**config.mk**
```make
export PLATFORM = sky130hd
export DESIGN_NAME = dut
export DESIGN_NICKNAME = d
export VERILOG_FILES = /design/src/rtl/dut.sv
export SDC_FILE = /design/constraint.sdc
export NUM_CORES = 1
export LEC_CHECK = 0
export CORE_MARGIN = 2
export CORE_UTILIZATION = 25
export DETAILED_ROUTE_END_ITERATION = 8
export HOLD_SLACK_MARGIN = 0.06
export PLACE_DENSITY = 0.42
export SLEW_MARGIN = 0
export SYNTH_ARGS = -nofsm -noshare
export SYNTH_HDL_FRONTEND = slang
export SYNTH_SLANG_ARGS = --single-unit
```
**constraint.sdc**
```tcl
create_clock -name clk -period 2 [get_ports clk]
set_input_delay 0.4 -clock clk [delete_from_list [all_inputs] [get_ports clk]]
set_output_delay 0.4 -clock clk [all_outputs]
set_load 0.01 [all_outputs]
```
**src/rtl/dut.sv**
```systemverilog
// Sequential signed 8x8 multiplier with a private 256-byte data memory.
// Operand A is read from byte 0 and operand B from byte 1. The 16-bit
// two's-complement product is written little-endian to bytes 2 and 3,
// and then done is raised.
//
// Ports (dut):
//   clk   - system clock, rising edge
//   reset - asynchronous, active-high; returns the controller to IDLE
//   start - a high-to-low transition starts one multiply
//   done  - high from the end of an operation until start returns high
//
// Ports (dmem):
//   clk, we, addr[7:0], wdata[7:0] - synchronous write port
//   rdata[7:0]                     - combinational read of core[addr]

module dmem (
  input  logic       clk,
  input  logic       we,
  input  logic [7:0] addr,
  input  logic [7:0] wdata,
  output logic [7:0] rdata
);
  // The memory has no reset, so its contents survive a controller reset.
  logic [7:0] core [0:255];

  always_ff @(posedge clk) begin
    if (we) core[addr] <= wdata;
  end

  assign rdata = core[addr];
endmodule

// state      | meaning
// -----------+-----------------------------------------------------------
// S_IDLE     | waiting for a falling edge on start
// S_LOAD_A   | latch operand A from byte 0
// S_LOAD_B   | latch operand B from byte 1, set up magnitudes and sign
// S_MUL      | one shift-add iteration per cycle, 8 iterations in total
// S_STORE_LO | write product[7:0] to byte 2
// S_STORE_HI | write product[15:8] to byte 3
// S_DONE     | done asserted; leave this state once start is high again
module dut (
  input  logic clk,
  input  logic reset,
  input  logic start,
  output logic done
);
  typedef enum logic [2:0] {
    S_IDLE, S_LOAD_A, S_LOAD_B, S_MUL, S_STORE_LO, S_STORE_HI, S_DONE
  } state_t;

  state_t      state, state_nx;
  logic        start_q;
  logic        trigger;
  logic        mem_we;
  logic [7:0]  mem_addr;
  logic [7:0]  mem_wdata;
  logic [7:0]  mem_rdata;
  logic [7:0]  a_q;
  logic [15:0] mcand;
  logic [7:0]  mplier;
  logic [15:0] acc;
  logic [15:0] acc_sum;
  logic [2:0]  cnt;
  logic        neg;

  dmem dm (
    .clk   (clk),
    .we    (mem_we),
    .addr  (mem_addr),
    .wdata (mem_wdata),
    .rdata (mem_rdata)
  );

  // The magnitude is returned as unsigned 8-bit, so |-128| comes out as 0x80 (128).
  function automatic logic [7:0] mag(input logic [7:0] v);
    return v[7] ? (~v + 8'd1) : v;
  endfunction

  // start_q resets high, so if start is already low at the first edge
  // after reset is released, that edge counts as a trigger.
  always_ff @(posedge clk or posedge reset) begin
    if (reset) start_q <= 1'b1;
    else       start_q <= start;
  end

  assign trigger = start_q & ~start;

  always_ff @(posedge clk or posedge reset) begin
    if (reset) state <= S_IDLE;
    else       state <= state_nx;
  end

  always_comb begin
    state_nx  = state;
    mem_we    = 1'b0;
    mem_addr  = 8'd0;
    mem_wdata = 8'd0;
    case (state)
      S_IDLE:     if (trigger) state_nx = S_LOAD_A;
      S_LOAD_A: begin
        mem_addr = 8'd0;
        state_nx = S_LOAD_B;
      end
      S_LOAD_B: begin
        mem_addr = 8'd1;
        state_nx = S_MUL;
      end
      S_MUL:      if (cnt == 3'd7) state_nx = S_STORE_LO;
      S_STORE_LO: begin
        mem_we    = 1'b1;
        mem_addr  = 8'd2;
        mem_wdata = acc[7:0];
        state_nx  = S_STORE_HI;
      end
      S_STORE_HI: begin
        mem_we    = 1'b1;
        mem_addr  = 8'd3;
        mem_wdata = acc[15:8];
        state_nx  = S_DONE;
      end
      S_DONE:     if (start) state_nx = S_IDLE;
      default:    state_nx = S_IDLE;
    endcase
  end

  assign acc_sum = acc + (mplier[0] ? mcand : 16'd0);

  always_ff @(posedge clk or posedge reset) begin
    if (reset) begin
      a_q    <= 8'd0;
      mcand  <= 16'd0;
      mplier <= 8'd0;
      acc    <= 16'd0;
      cnt    <= 3'd0;
      neg    <= 1'b0;
    end else begin
      case (state)
        S_LOAD_A: a_q <= mem_rdata;
        S_LOAD_B: begin
          mcand  <= {8'd0, mag(a_q)};
          mplier <= mag(mem_rdata);
          neg    <= a_q[7] ^ mem_rdata[7];
          acc    <= 16'd0;
          cnt    <= 3'd0;
        end
        S_MUL: begin
          mcand  <= mcand << 1;
          mplier <= mplier >> 1;
          cnt    <= cnt + 3'd1;
          // The sign is applied on the last iteration. Negating a zero
          // product still gives 0.
          if (cnt == 3'd7) acc <= neg ? (-acc_sum) : acc_sum;
          else             acc <= acc_sum;
        end
        default: ;
      endcase
    end
  end

  // done rises one edge after the controller enters S_DONE. It falls on
  // the edge where start is sampled high, which is also the edge that
  // returns the controller to S_IDLE.
  always_ff @(posedge clk or posedge reset) begin
    if (reset) done <= 1'b0;
    else       done <= (state == S_DONE) && !start;
  end
endmodule

```
==> results of run 1 <==
-- state kept, by name, indices dropped and copies added, names as in the netlist --
name,count
start_q,1
state,3
cnt,3
done,1
-- cell type report --
class                           count  area [µm²]  share of cell area
Sequential cell                     8         201               0.441
Multi-Input combinational cell     20         164               0.359
Timing Repair Buffer                3        30.0              0.0658
Clock buffer                        4        26.3              0.0575
Tap cell                           16        20.0              0.0438
Inverter                            4        15.0              0.0329
-- cell usage in the layout, fill, tap and decap left out, types with 2 or more instances in the layout --
| cell type | n |
|---|---|
| dfrtp_1 | 7 |
| inv_1 | 4 |
| nand2_1 | 3 |
| clkbuf_4 | 3 |
| clkdlybuf4s50_1 | 3 |
| mux2i_1 | 2 |
| nand2b_1 | 2 |
| nor3b_1 | 2 |
| ha_1 | 2 |
-- synth_stat cells, drive strengths merged --
| cell type | instances |
|---|---|
| a221o | 1 |
| a221oi | 1 |
| a32o | 1 |
| and2 | 1 |
| buf | 1 |
| clkbuf | 1 |
| dfrtp | 7 |
| dfstp | 1 |
| ha | 2 |
| inv | 4 |
| mux2 | 1 |
| mux2i | 2 |
| nand2 | 3 |
| nand2b | 2 |
| nor2 | 1 |
| nor2b | 2 |
| nor3b | 2 |
| o21ai | 1 |
-- routing by layer --
metal | vias up | share of wire | wire length [µm]
li1 | 124 | - | -
met1 | 114 | 0.42 | 265
met2 | 2 | 0.54 | 336
met3 | 0 | 0.034 | 21
met4 | 0 | 0 | 0
met5 | - | 0 | 0
-- kinds of logic (layout without fill, tap and decap cells) --
group | after synthesis | in the layout | share of synthesized area
adders and majority gates | 2 | 2 | 0.0631
muxes | 3 | 3 | 0.0883
and+or+nand+nor | 11 | 11 | 0.177
AOI/OAI and AO/OA | 4 | 4 | 0.0852
DFF | 8 | 8 | 0.508
buffers and inverters | 6 | 11 | 0.0788
-- per-stage QoR --
stage	util	cell area (µm²)	power [mW]
3_5_place_dp	0.289	430	0.512
4_1_cts	0.307	457	0.651
5_1_grt	0.307	457	0.693
3_3_place_gp	0.289	430	0.502
6_report	0.307	457	0.634
2_1_floorplan	-	397	0.494
-- report_power, final --
part	internal, mW	switching [mW]
logic	0.135	0.0910
registers	0.217	0.0599
clock network	0.0763	0.0545
total	0.429	0.205
-- how the worst max path moves through the flow --
stage,start,endpoint,slack (ps),depth (start not counted)
floorplan,cnt[0],state[0],760,4
global placement,start,state[1],610,3
detailed placement,start,state[1],570,3
CTS,done,done,490,1
global route,done,done,470,1
finish,done,done,510,1
==> impl_metrics.toml, run 1 <==
[pwr]
p_leak_nw = 0.231
pwr_density_cell_nw_per_um2 = 1390
vdd_drop_max_mv = 0.384

[global_route]
grt-busiest-layer = "met2"
met1_usage = 0.0846
antenna_found_initial = 0
grt.total_usage = 0.0812
use_met3 = 0.0250
grt_overflow = 0
grt_max_degree = 11
use_met2 = 0.129
grt_pass1_wl_um = 1060
grt_pass1_vias = 254

[clocking]
clkSinkCount = 8
clk_latency_ps = 260
cts_setup_buffers = 0
cts_tree = "yes"
clk_pin_slew_ps = 60
htreeDepth = 1
cts_buffers = 3
cts_hold_buf = 0
cts_resized = 0
cts_root_buf = "clkbuf_4"
clock_path_buffers = 2

[setup_path]
timing.rr.start = "cnt[0]"
path_delay_family = "buffers and inverters"
ff2ff_path_depth = 4
crit_type = "flip-flop to output pin"
cp_cell_sequence = "clkdlybuf4s50_1"
max_stage_delay_ps = 520
worstPathArrival_ps = 1090
end_kind = "output pin"
startpoint_type = "flip-flop"
worstPathRequired_ps = 1600
rrSetupSlack_ps = 700
crit_path_max_fanout = 1
slowest_stage = "clkdlybuf4s50_1"
cp_num_buf_inv = 1
r2r-end = "state[0]"

[logic_synthesis]
synth_seq_area_share = 0.508
yosys_warnings = 0
synth-seq-cells = 8
synth.largest_area_cell = "dfrtp_1"
syn-instance-count = 34
syn_nets = 39
syn_area_um2 = 397
avgSynthCellArea_um2 = 11.7
synthTopCellsByArea = "dfrtp_1 44%, dfstp_2 6.6%, ha_1 6.3%"
netlist-cell-type-count = 19
synth_top_area_share = 0.442

[routing]
first_pass_iters = 2
wire_per_inst_um = 11.3
drt_iter0_markers = 4
routed_wl_um = 624
drc = 0
vias_per_cell = 4.36
vias = 240
ant_nets = 0

[final_layout]
layout.nets = 45
area_growth_pct = 15.1
layoutNonFillerInstCount = 55
fillers = 153
drive_gt1_frac = 0.179
antenna_cells = 0

[sta]
fmax_mhz = 669
setup_viol = 0
tightest_slew_ps = 320
fin_crit_sh = 0.747
rsz0062_at_grt = "false"
fin_ws_ps = 506
min_period_ps = 1490
holdWs_ps = 391
clock_skew_ps = 15.5
setup_tns_ps = 0
hold_viol = 0
relSlewSlack = 0.786
final_max_slew_viol_count = 0

[worst_hold_path]
hp-class = "primary input to async pin"

[placed_design]
io_buffers = 3
pre_cts_slack_ps = 570
place_congestion = 0.653
dp.cells = 51

[outcome]
status = "finished, final reports clean"

[floorplan]
top_level_ports = 4
fp.dieW_um = 43.8
dieHeight_um = 43.8
row_count = 14
dieArea_um2 = 1920
initial_utilization = 0.266
coreArea_um2 = 1490

[run]
max_cap_violations = 0
No activity file was read; power rests on OpenSTA's default activity.
==> run 2, diff against run 1 <==
==> constraint.sdc (replaced) <==
create_clock -name clk -period 1.6 [get_ports clk]
set_input_delay 0.32 -clock clk [delete_from_list [all_inputs] [get_ports clk]]
set_output_delay 0.32 -clock clk [all_outputs]
set_load 0.01 [all_outputs]
==> run 2 against run 1 <==
  * Total power grew 29%
  * Largest cell class unchanged
  * Sequential share of layout area unchanged
  * Worst hold slack got worse by 80 ps
  * Non-clock buffer count stayed put
  * Critical path type unchanged
  * Die area did not move
  * Sequential cell count stayed put
  * Clock power increased by 33%
  * Utilization did not move
  * Cell count did not move
==> impl_metrics.toml, run 2 (synthesis gave the netlist of run 1 again) <==
[clocking]
cts_setup_buffers = 0
clk_latency_ps = 260
clkSinkCount = 8
clk_pin_slew_ps = 60
cts_hold_buf = 0
cts_root_buf = "clkbuf_4"
cts_resized = 0
cts_buffers = 3
clock_path_buffers = 2
cts_tree = "yes"
htreeDepth = 1

[routing]
vias = 254
ant_nets = 0
wire_per_inst_um = 11.7
vias_per_cell = 4.62
drc = 0
routed_wl_um = 646
first_pass_iters = 2
drt_iter0_markers = 3

[setup_path]
startpoint_type = "flip-flop"
rrSetupSlack_ps = 230
path_delay_family = "buffers and inverters"
max_stage_delay_ps = 520
timing.rr.start = "cnt[0]"
cp_cell_sequence = "clkdlybuf4s50_1"
endpoint = "done"
worstPathArrival_ps = 1110
path_depth = 1
crit_path_max_fanout = 1
slowest_stage = "clkdlybuf4s50_1"
ff2ff_path_depth = 4
crit_type = "flip-flop to output pin"
worstSetupStartpoint = "done"
cp_num_buf_inv = 1
worstPathRequired_ps = 1280
end_kind = "output pin"
r2r-end = "state[0]"

[floorplan]
dieArea_um2 = 1920
top_level_ports = 4
initial_utilization = 0.266
dieHeight_um = 43.8
row_count = 14
fp.dieW_um = 43.8
coreArea_um2 = 1490

[placed_design]
place_congestion = 0.635
hpwl_um = 461
io_buffers = 3

[sta]
hold_viol = 0
setup_viol = 0
fin_crit_sh = 0.891
relSlewSlack = 0.786
setup_tns_ps = 0
fmax_mhz = 702
clock_skew_ps = 3.05
tightest_slew_ps = 320
final_max_slew_viol_count = 0
rsz0062_at_grt = "false"
min_period_ps = 1430

[final_layout]
final_util = 0.307
area_growth_pct = 15.1
mostFrequentLayoutCells = "7 x dfrtp_1, 4 x inv_1, 3 x nand2_1, 3 x clkbuf_4, 3 x clkdlybuf4s50_1"
top_regs = "cnt: 3 flops, state: 3 flops"
antenna_cells = 0
drive_gt1_frac = 0.179
layout.nets = 45
final_common_cell = "dfrtp_1"

[global_route]
grt_pass1_wl_um = 1190
grt_overflow = 0
grt_pass1_vias = 273
grt.total_usage = 0.0975
grt_max_degree = 11
antenna_found_initial = 0

[pwr]
vdd_drop_max_mv = 0.823
pwr_density_cell_nw_per_um2 = 1780
p_leak_nw = 0.231

[worst_hold_path]
hp-class = "primary input to async pin"

[run]
max_cap_violations = 0

[outcome]
status = "finished, final reports clean"
==> run 2: cell counts in the layout (fill, tap and decap cells not counted) <==
Identical to the previous run, type by type.
==> run 2: how the worst min path moves through the flow <==
stage / slack (ps) / to / depth (start not counted) / start
final: 310 / done / 2 / reset
after global placement: 510 / state[0] / 2 / start_q
after floorplan: 130 / cnt[0] / 1 / reset
after detailed placement: 520 / state[0] / 2 / start_q
after CTS: 320 / cnt[2] / 2 / reset
after global routing: 340 / cnt[2] / 2 / reset
==> run 2: layout make-up <==
type | instances | area [µm²]
Tap cell | 16 | 20.0
Clock buffer | 4 | 26.3
Multi-Input combinational cell | 20 | 164
Timing Repair Buffer | 3 | 30.0
Inverter | 4 | 15.0
Fill cell | 141 | 1030
Sequential cell | 8 | 201
==> run 2: layer usage <==
| metal | up-vias | GRT usage | share of wire |
|---|---|---|---|
| met5 | - | 0 | 0 |
| met4 | 0 | 0.0727 | 0.028 |
| met3 | 5 | 0.0750 | 0.060 |
| met2 | 5 | 0.126 | 0.44 |
| met1 | 120 | 0.105 | 0.47 |
| li1 | 124 | - | - |
==> run 2: power breakdown <==
group	leakage, nW	internal (mW)	switching, mW
clock network	0.0150	0.0960	0.0779
registers	0.0958	0.271	0.0725
logic	0.120	0.172	0.125
==> run 2: stage by stage <==
stage	hold slack (ps)	area, µm²	power, mW	std cells	worst slack [ps]
after floorplan	135	397	0.617	34	356
after global placement	508	430	0.622	51	283
after detailed placement	524	430	0.649	51	228
after CTS	316	457	0.831	55	161
after global routing	336	457	0.907	55	116
final	311	457	0.815	55	175
==> RTL change, RTL diff (flow settings as in run 2) <==
The 7 states of `state_t` get a Gray code encoding in 3 bits.
--- a/src/rtl/dut.sv
+++ b/src/rtl/dut.sv
@@ -46,7 +46,7 @@
   output logic done
 );
   typedef enum logic [2:0] {
-    S_IDLE, S_LOAD_A, S_LOAD_B, S_MUL, S_STORE_LO, S_STORE_HI, S_DONE
+    S_IDLE = 3'b000, S_LOAD_A = 3'b001, S_LOAD_B = 3'b011, S_MUL = 3'b010, S_STORE_LO = 3'b110, S_STORE_HI = 3'b111, S_DONE = 3'b101
   } state_t;
 
   state_t      state, state_nx;
Check against the original RTL: no difference found for any inputs over 10 cycles, from zero or initial values and one cycle with reset high; not proved beyond that.
==> RTL change against run 2 <==
Synthesized area fell by 12%; clock power fell by 5%; register-to-register slack improved by 230 ps; power fell by 8.3%; combinational power fell by 19%; setup slack improved by 20 ps; sequential cell count did not move; final area fell by 7.1%; wire length fell by 15%; critical path type unchanged.
==> RTL change: results (changes against run 2) <==
metric	value	unit	change
VDD IR max	0.683	mV	was 0.823 mV
Pre-antenna DRT Iters	4		was 2
Worst-Margin Slew	307	ps	was 320 ps
met2 GRT Util	14.1	%	was 12.6%
first-pass GRT wire length	1000	um	was 1190 um
DR vias/cell	4.23		was 4.62
nets	43		was 45
post-DP HPWL	395	um	was 461 um
iteration-0 DRC count of the detailed router	6		was 3
GPL Wtd Cong	0.659		was 0.635
most frequent cells after synthesis	dfrtp_1 (7), o21ai_1 (4), inv_1 (3), nand2_1 (3), nand2b_2 (3)		was dfrtp_1 (7), inv_1 (4), nand2_1 (3)
met3 Use GR	4.79	%	was 7.50%
Mapped Cells	30		was 34
initial antenna violation count	0		unchanged
vias in the first global route	256		was 273
Via Count	220		was 254
Total GRT Usage	9.72	%	was 9.75%
ys async rst share	100	%	unchanged
critical path arrival	1080	ps	was 1110 ps
Leakage Power	0.208	nW	was 0.231 nW
synth top area cells	dfrtp_1 (50%), dfstp_2 (7.5%), nand2b_2 (7.5%), ha_1 (7.2%), o21ai_1 (5.7%)		was dfrtp_1 (44%), dfstp_2 (6.6%), ha_1 (6.3%), mux2i_1 (5.0%), inv_1 (3.8%)
synth unique cells	14		was 19
Post-Syn Nets	35		was 39
Setup Skew	1.77	ps	was 3.05 ps
status	finished, final reports clean		unchanged
sequential area share after synthesis	57.7	%	was 50.8%
met1 usage	10.9	%	was 10.5%
layout cells sized above 1	21.6	%	was 17.9%
largest net degree at the start of global routing	9		was 11
worst-skew pair later-pin latency	250	ps	
## RTL change: changes by cell type after synthesis, moves of 2 or more
cell | run 2 | this run
nor3b_1 | 2 | 0
o21ai_1 | 0 | 4
nand2b_1 | 2 | 0
nand2b_2 | 0 | 3
## RTL change: path summary, 6_finish.rpt
check,startpoint,endpoint,slack (ps),cells after the start
min in group clk,cnt[2],cnt[2],500,2
setup / recovery,done,done,200,1
setup reg to reg,cnt[0],cnt[2],460,4
hold reg to reg,cnt[2],cnt[2],500,2
max in group asynchronous,reset,start_q,1000,2
hold / removal,reset,state[2],310,2
## RTL change: through the flow
step	power (mW)	hold WS, ps	cell area, um^2	worst slack, ps	utilization (%)
floorplan	0.528	135	349	520	-
CTS	0.762	327	424	184	32.6
global placement	0.565	473	398	223	30.6
finish	0.747	313	424	195	32.6
detailed placement	0.585	488	398	208	30.6
global route	0.806	348	424	126	32.6
## RTL change: per-layer routing
metal	up-vias	wire, um
li1	118	-
met1	99	265
met2	3	255
met3	0	26
met4	0	0
met5	-	0
## RTL change: final cells by class
cell class                 count  area (um^2)
fill                         158          877
sequential                     8          201
multi-input combinational     19          136
timing repair buffer           3         30.0
clock buffer                   4         26.3
tap                           15         18.8
inverter                       3         11.3
## RTL change: cell families after synthesis
logic type / count (synthesis) / share of synthesized area (%)
AO/OA/AOI/OAI: 7 / 11.5
adder cells (fa/ha/maj): 2 / 7.17
buffers and inverters: 3 / 3.23
flip-flops: 8 / 57.7
multiplexers: 1 / 2.87
AND/OR/NAND/NOR: 9 / 17.6
## RTL change: power breakdown
part           switching, mW  internal (mW)  total, mW  leakage (nW)
Clock                 0.0705         0.0955      0.166        0.0150
Combinational          0.116          0.125      0.241        0.0951
Sequential            0.0682          0.272      0.340        0.0981
## RTL change: worst reg2reg max path, stage by stage, from the launching register on
cell      delay [ps]
dfrtp_1          410
ha_1             210
ha_1             290
nand2b_2          50
o21ai_1          110
